**config.mk**
```make
export PLATFORM = sky130hd
export DESIGN_NAME = seg7_scan_driver
export DESIGN_NICKNAME = d
export VERILOG_FILES = /design/src/rtl/seg7_pkg.sv /design/src/rtl/seg7_hex_decode.sv /design/src/rtl/seg7_scan_driver.sv
export SDC_FILE = /design/constraint.sdc
export NUM_CORES = 1
export LEC_CHECK = 0
export ABC_AREA = 1
export CAP_MARGIN = 20
export CORE_MARGIN = 4
export CORE_UTILIZATION = 25
export DETAILED_ROUTE_END_ITERATION = 12
export PLACE_DENSITY_LB_ADDON = 0.2
export REMOVE_ABC_BUFFERS = 1
export SLEW_MARGIN = 20
export SYNTH_ARGS = -nofsm -noshare
export SYNTH_HDL_FRONTEND = slang
export SYNTH_SLANG_ARGS = --single-unit
```
**constraint.sdc**
```tcl
create_clock -name clk -period 3 [get_ports clk]
set_clock_uncertainty 0.15 [all_clocks]
set_input_delay 0.45 -clock clk [delete_from_list [all_inputs] [get_ports clk]]
set_output_delay 0.45 -clock clk [all_outputs]
set_load 0.005 [all_outputs]
```
**src/rtl/seg7_pkg.sv**
```systemverilog
// Shared constants for the seven-segment scan driver: active-low glyph table,
// all-off pattern and the pin polarity helper.
package seg7_pkg;

   localparam logic [6:0] SEG_OFF = 7'b111_1111;

   // Index n holds the active-low {g,f,e,d,c,b,a} pattern for hex digit n.
   localparam logic [15:0][6:0] GLYPHS = {
      7'b0001110,
      7'b0000110,
      7'b0100001,
      7'b1000110,
      7'b0000011,
      7'b0001000,
      7'b0010000,
      7'b0000000,
      7'b1111000,
      7'b0000010,
      7'b0010010,
      7'b0011001,
      7'b0110000,
      7'b0100100,
      7'b1111001,
      7'b1000000
   };

   function automatic logic [6:0] apply_seg_pol(input logic [6:0] seg_al, input logic act_low);
      return act_low ? seg_al : ~seg_al;
   endfunction

endpackage

```
**src/rtl/seg7_hex_decode.sv**
```systemverilog
// Combinational hex nibble to active-low seven-segment glyph lookup.
module seg7_hex_decode
   import seg7_pkg::*;
(
   input  logic [3:0] nibble_i,
   output logic [6:0] seg_al_o
);

   assign seg_al_o = GLYPHS[nibble_i];

endmodule

```
**src/rtl/seg7_scan_driver.sv**
```systemverilog
// Time-multiplexed N-digit seven-segment driver with per-slot blanking,
// frame-synchronous display update and optional leading-zero blanking.
module seg7_scan_driver
   import seg7_pkg::*;
#(
   parameter int NUM_DIGITS   = 4,
   parameter int REFRESH_DIV  = 50000,
   parameter int BLANK_CYCLES = 16,
   parameter bit LZ_BLANK     = 1'b0,
   parameter bit SEG_ACT_LOW  = 1'b1,
   parameter bit AN_ACT_LOW   = 1'b1
)(
   input  logic                    clk,
   input  logic                    rst_n,
   input  logic                    load,
   input  logic [4*NUM_DIGITS-1:0] value,
   input  logic [NUM_DIGITS-1:0]   dp_in,
   input  logic [NUM_DIGITS-1:0]   digit_en,
   output logic [6:0]              seg,
   output logic                    seg_dp,
   output logic [NUM_DIGITS-1:0]   an,
   output logic                    frame_done
);

   localparam int CNT_W = $clog2(REFRESH_DIV);
   localparam int IDX_W = (NUM_DIGITS > 1) ? $clog2(NUM_DIGITS) : 1;
   localparam logic [CNT_W-1:0]      CNT_LAST    = CNT_W'(REFRESH_DIV - 1);
   localparam logic [IDX_W-1:0]      IDX_LAST    = IDX_W'(NUM_DIGITS - 1);
   localparam logic [6:0]            SEG_OFF_PIN = apply_seg_pol(SEG_OFF, SEG_ACT_LOW);
   localparam logic                  DP_OFF_PIN  = SEG_ACT_LOW;
   localparam logic [NUM_DIGITS-1:0] AN_OFF_PIN  = {NUM_DIGITS{AN_ACT_LOW}};

   logic [CNT_W-1:0]        div_cnt_q, div_cnt_d;
   logic [IDX_W-1:0]        idx_q, idx_d;
   logic [4*NUM_DIGITS-1:0] pend_val_q, pend_val_d, disp_val_q, disp_val_d;
   logic [NUM_DIGITS-1:0]   pend_dp_q, pend_dp_d, disp_dp_q, disp_dp_d;
   logic [NUM_DIGITS-1:0]   pend_en_q, pend_en_d, disp_en_q, disp_en_d;
   logic                    pend_valid_q, pend_valid_d;
   logic [6:0]              seg_q, seg_d;
   logic                    seg_dp_q, seg_dp_d;
   logic [NUM_DIGITS-1:0]   an_q, an_d;
   logic                    frame_done_q, frame_done_d;

   logic                    wrap, last_digit, boundary;
   logic                    higher_zero, in_blank, dig_off;
   logic                    dig_en, dig_dp, dig_lz;
   logic [3:0]              nib;
   logic [6:0]              glyph_al;
   logic [NUM_DIGITS-1:0]   an_lit;

   // Scan counters and pending/display transfer; display only changes at a frame boundary.
   always_comb begin
      wrap         = (div_cnt_q == CNT_LAST);
      last_digit   = (idx_q == IDX_LAST);
      boundary     = wrap && last_digit;
      div_cnt_d    = wrap ? '0 : div_cnt_q + 1'b1;
      idx_d        = idx_q;
      pend_val_d   = pend_val_q;
      pend_dp_d    = pend_dp_q;
      pend_en_d    = pend_en_q;
      pend_valid_d = pend_valid_q;
      disp_val_d   = disp_val_q;
      disp_dp_d    = disp_dp_q;
      disp_en_d    = disp_en_q;
      frame_done_d = 1'b0;
      if (wrap) begin
         idx_d = last_digit ? '0 : idx_q + 1'b1;
      end
      if (boundary && (load || pend_valid_q)) begin
         disp_val_d   = load ? value    : pend_val_q;
         disp_dp_d    = load ? dp_in    : pend_dp_q;
         disp_en_d    = load ? digit_en : pend_en_q;
         pend_valid_d = 1'b0;
         frame_done_d = 1'b1;
      end else if (load) begin
         pend_val_d   = value;
         pend_dp_d    = dp_in;
         pend_en_d    = digit_en;
         pend_valid_d = 1'b1;
      end
   end

   // Descending walk so higher_zero covers nibble i and everything above it.
   always_comb begin
      higher_zero = 1'b1;
      nib         = 4'h0;
      dig_en      = 1'b0;
      dig_dp      = 1'b0;
      dig_lz      = 1'b0;
      an_lit      = '0;
      for (int i = NUM_DIGITS - 1; i >= 0; i--) begin
         higher_zero = higher_zero && (disp_val_q[4*i +: 4] == 4'h0);
         if (idx_q == IDX_W'(i)) begin
            nib       = disp_val_q[4*i +: 4];
            dig_en    = disp_en_q[i];
            dig_dp    = disp_dp_q[i];
            dig_lz    = LZ_BLANK && (i != 0) && higher_zero;
            an_lit[i] = 1'b1;
         end
      end
   end

   seg7_hex_decode u_dec (
      .nibble_i (nib),
      .seg_al_o (glyph_al)
   );

   always_comb begin
      in_blank = (int'(div_cnt_q) < BLANK_CYCLES);
      dig_off  = in_blank || !dig_en || dig_lz;
      seg_d    = dig_off ? SEG_OFF_PIN : apply_seg_pol(glyph_al, SEG_ACT_LOW);
      seg_dp_d = (dig_off || !dig_dp) ? DP_OFF_PIN : ~DP_OFF_PIN;
      an_d     = in_blank ? AN_OFF_PIN : (AN_ACT_LOW ? ~an_lit : an_lit);
   end

   always_ff @(posedge clk or negedge rst_n) begin
      if (!rst_n) begin
         div_cnt_q    <= '0;
         idx_q        <= '0;
         pend_val_q   <= '0;
         pend_dp_q    <= '0;
         pend_en_q    <= '0;
         pend_valid_q <= 1'b0;
         disp_val_q   <= '0;
         disp_dp_q    <= '0;
         disp_en_q    <= '0;
         seg_q        <= SEG_OFF_PIN;
         seg_dp_q     <= DP_OFF_PIN;
         an_q         <= AN_OFF_PIN;
         frame_done_q <= 1'b0;
      end else begin
         div_cnt_q    <= div_cnt_d;
         idx_q        <= idx_d;
         pend_val_q   <= pend_val_d;
         pend_dp_q    <= pend_dp_d;
         pend_en_q    <= pend_en_d;
         pend_valid_q <= pend_valid_d;
         disp_val_q   <= disp_val_d;
         disp_dp_q    <= disp_dp_d;
         disp_en_q    <= disp_en_d;
         seg_q        <= seg_d;
         seg_dp_q     <= seg_dp_d;
         an_q         <= an_d;
         frame_done_q <= frame_done_d;
      end
   end

   assign seg        = seg_q;
   assign seg_dp     = seg_dp_q;
   assign an         = an_q;
   assign frame_done = frame_done_q;

endmodule

```
==> results.txt <==
----------------------------------------------------
[Cells and area]
  Number of fill cells in the layout ... 1738
  Layout Utilization ... 0.312
  Synth-to-layout area growth ... 21.7%
  Share of layout cells above drive strength 1 ... 0.0800
  Antenna Diode Count ... 0
  Fin area ... ~5000 um2
  # nets final ... 609

[Detailed routing]
  Post-DRT Antenna Nets ... 0
  Detailed Route WL ... around 9100 um
  Routed length on met2 ... 4070 um
  DRC violations left ... 0
  Iteration-0 DRC Markers ... 152
  Drt first pass iters ... 4
  Detailed-routing wirelength on met1 ... 4550 um
  Vias per inst ... 4.16
  Vias post-DR ... roughly 3300
  Routed WL per cell ... between 10 and 15 um
  Max Used Layer ... met4
  Met3 Routed Length ... between 300 and 400 um

[Floorplanning]
  Starting density of the core ... 0.257
  Die width ... 136 um
  I/O pin count ... 40
  Overall die area ... between 15000 and 20000 um2
  Total number of placement rows ... 46
  Area inside the core boundary ... 15900 um2
  Die span in y ... approximately 140 um

[Yosys]
  Number of distinct library cells after synthesis ... 29
  Count of flip-flops with a built-in enable after synthesis ... 0
  Yosys Warn Count ... 0
  Share of the yosys chip area belonging to registers ... 0.493
  Synth Flop Type ... dfrtp_1
  Post-Syn Instances ... ~540
  Flip-flop and latch count after synthesis ... 80
  Synth Cell Area ... between 4000 and 5000 um2
  Share of synthesized registers carrying an async set or reset ... 1.00
  Synth Area per Inst ... 7.65 um2

[Timing]
  Number of pins exceeding their max-slew limit in the final report ... 0
  Share of the clock period used by the worst path after layout ... 0.835
  Slew HR ... 0.522
  Maximum clock frequency ... around 400 MHz
  Fin worst setup slack ... approximately 0.5 ns
  Setup repair after global routing missed its margin ... no
  Finish-stage setup viols ... 0
  Least-Margin Pin Slew ... 0.717 ns
  Endpoints failing hold ... 0
  Sum Neg Setup Slack ... 0 ns
  Post-route minimum period ... about 2.5 ns

[Setup path]
  Data arrival time at the worst-slack endpoint ... 2.61 ns
  Startpoint type of the worst setup path ... flip-flop
  Launch point of the worst path ... idx_q[0]
  Worst-path cell chain ... inv_1 > ha_1 > inv_2 > or2_2 > nand2_1 > inv_1 > ha_1 > nand3_1 > nand2_1 > nand2_1 > nand3_1
  Crit path top cell by count ... nand2_1
  Path type of the worst setup path ... flip-flop to flip-flop
  Worst flop-to-flop path endpoint ... seg[3]
  Length in cells of the worst reg-to-reg path ... 11
  RR Startpoint ... idx_q[0]
  Top fanout value on the critical path ... 11
  CP Capture Type ... flip-flop
  Reg2Reg Setup Slack ... 0.49 ns
  Required time of the worst setup path ... 3.11 ns
  Delay-heaviest family, CP ... simple AND/OR/NAND/NOR gates
  Crit path buffers/inverters ... 3
  Slowest CP cell ... ha_1
  Slowest stage delay, CP ... 0.44 ns

[GRT]
  Number of global-route vias before repair ... 3356
  Antenna violations before repair ... 0
  Largest net degree at the start of global routing ... 80
  Global-route wire length before repair ... 15900 um
  Overall fraction of global-route tracks in use ... 0.108
  Overall overflow remaining after global route ... 0

[Placed design]
  HPWL Detailed ... 6470 um
  Global placer's final weighted congestion ... 0.836
  Placed inst area ... 4690 um2
  Pre-CTS setup slack ... 0.520 ns
  Buffers on Ports ... 39

[Power and ir drop]
  Worst-case vdd ir drop ... 0.226 mV
  Total power density per cell area ... 466 nW/um2
  Leakage power ... 2.45 nW

[Outcome]
  Outcome ... finished, final reports clean

[Clocking]
  Number of clock sinks ... 80
  Hold buffers post-CTS ... 0
  TritonCTS clock tree ... done
  Register clock-pin slew on the reported worst setup and hold paths ... 0.06 ns
  Maximum number of buffers from clock root to sink ... 2
  Number of gates resized after CTS ... 0
  Clock latency of the later-clocked register in the worst-skew pair ... about 0.34 ns
  H-tree level count ... 3
  Count of buffers added by post-CTS timing repair for setup ... 0
  Total clock buffers created by CTS ... 9
  Root Buffer Master ... clkbuf_16

[Run]
  Max-Cap Viols ... 0

[Min path]
  Type of the most critical hold path ... input pin to asynchronous set/reset pin

----------------------------------------------------
## stage by stage
stage / hold WS, ns / total power, mW / std cells
after floorplan: 0.00441 / 1.19 / 517
after global placement: 0.319 / 1.27 / 776
after detailed placement: 0.323 / 1.27 / 776
after CTS: 0.175 / 2.37 / 791
after global routing: 0.0546 / 2.45 / 791
final: 0.00336 / 2.32 / 791
## worst max-delay path by stage
stage,cells past startpoint,end
after CTS,11,seg[3]
after global placement,11,seg[3]
after global routing,11,seg[3]
final,11,seg[3]
after detailed placement,11,seg[3]
after floorplan,9,disp_dp_q[0]
## layer usage
layer | vias to the layer above | global-route usage
li1 | 1741 | -
met1 | 1497 | 0.140
met2 | 46 | 0.170
met3 | 9 | 0.0374
met4 | 0 | 0.0347
met5 | - | 0
## area by class of cell
type                    instances  area, um2  area share
clock buffers                  10        229      0.0460
clock inverters                 5       58.8      0.0118
inverters                      56        213      0.0427
multi-input cells             381       1770       0.355
flip-flops and latches         80       2020       0.405
well taps                     216        270      0.0543
repair buffers                 43        422      0.0847
## worst register-to-register path: cells and delay by family, from the launching register on
kind / cells / cell delay (ns)
flops: 1 / 0.40
simple gates: 6 / 0.80
buf+inv: 3 / 0.39
fa+ha+maj: 2 / 0.67
## state kept, by name, indices dropped and copies added (netlist names)
| signal | flops |
|---|---|
| an | 4 |
| disp_dp_q | 4 |
| disp_en_q | 4 |
| disp_val_q | 16 |
| div_cnt_q | 16 |
| frame_done | 1 |
| idx_q | 2 |
| pend_dp_q | 4 |
| pend_en_q | 4 |
| pend_val_q | 16 |
| pend_valid_q | 1 |
| seg | 7 |
| seg_dp | 1 |
## cell usage in the layout, fill, tap and decap left out, types with 2 or more instances in the layout
master	count
o21ai_1	25
clkdlybuf4s50_1	38
inv_2	6
nand4_1	6
xnor2_1	2
dfrtp_1	68
buf_4	4
nand2_2	2
nor2_1	39
inv_1	47
nand3_1	30
xor2_1	7
or2_2	3
a21oi_1	14
clkinvlp_4	2
nand2_1	202
ha_1	11
o21ai_0	26
clkbuf_16	9
nor3_1	4
or2_1	2
clkinv_2	3
dfstp_2	12
or2_0	3
## cells in the mapped netlist, types with 2 or more instances
cell type / count / area, um2
nand3_1: 30 / 150
buf_6: 2 / 22.5
ha_1: 11 / 138
clkinv_2: 2 / 10.0
buf_2: 9 / 45.0
nor2_1: 39 / 146
nand4_1: 6 / 37.5
dfstp_2: 12 / 315
a21oi_1: 14 / 70.1
xnor2_1: 2 / 17.5
nand2_2: 2 / 12.5
inv_1: 47 / 176
nand2_1: 202 / 758
clkbuf_1: 7 / 26.3
xor2_1: 7 / 61.3
o21ai_1: 25 / 125
nor3_1: 4 / 20.0
or2_0: 3 / 18.8
dfrtp_1: 68 / 1700
inv_2: 6 / 22.5
or2_2: 3 / 18.8
o21ai_0: 26 / 130
or2_1: 2 / 12.5
## logic make-up (layout without fill, tap and decap cells)
family,after synthesis,count (layout),synth area share
simple gates,294,294,0.295
flops,80,80,0.493
buf+inv,74,114,0.0749
compound gates,67,67,0.0838
fa+ha+maj,11,11,0.0336
xor+xnor,9,9,0.0193
## power breakdown
part / leakage, nW / switching, mW / internal [mW]
registers: 1.01 / 0.00691 / 1.11
logic: 1.31 / 0.0771 / 0.0574
clock network: 0.135 / 0.433 / 0.639
total: 2.45 / 0.517 / 1.81
(Power assumes the default switching activity.)
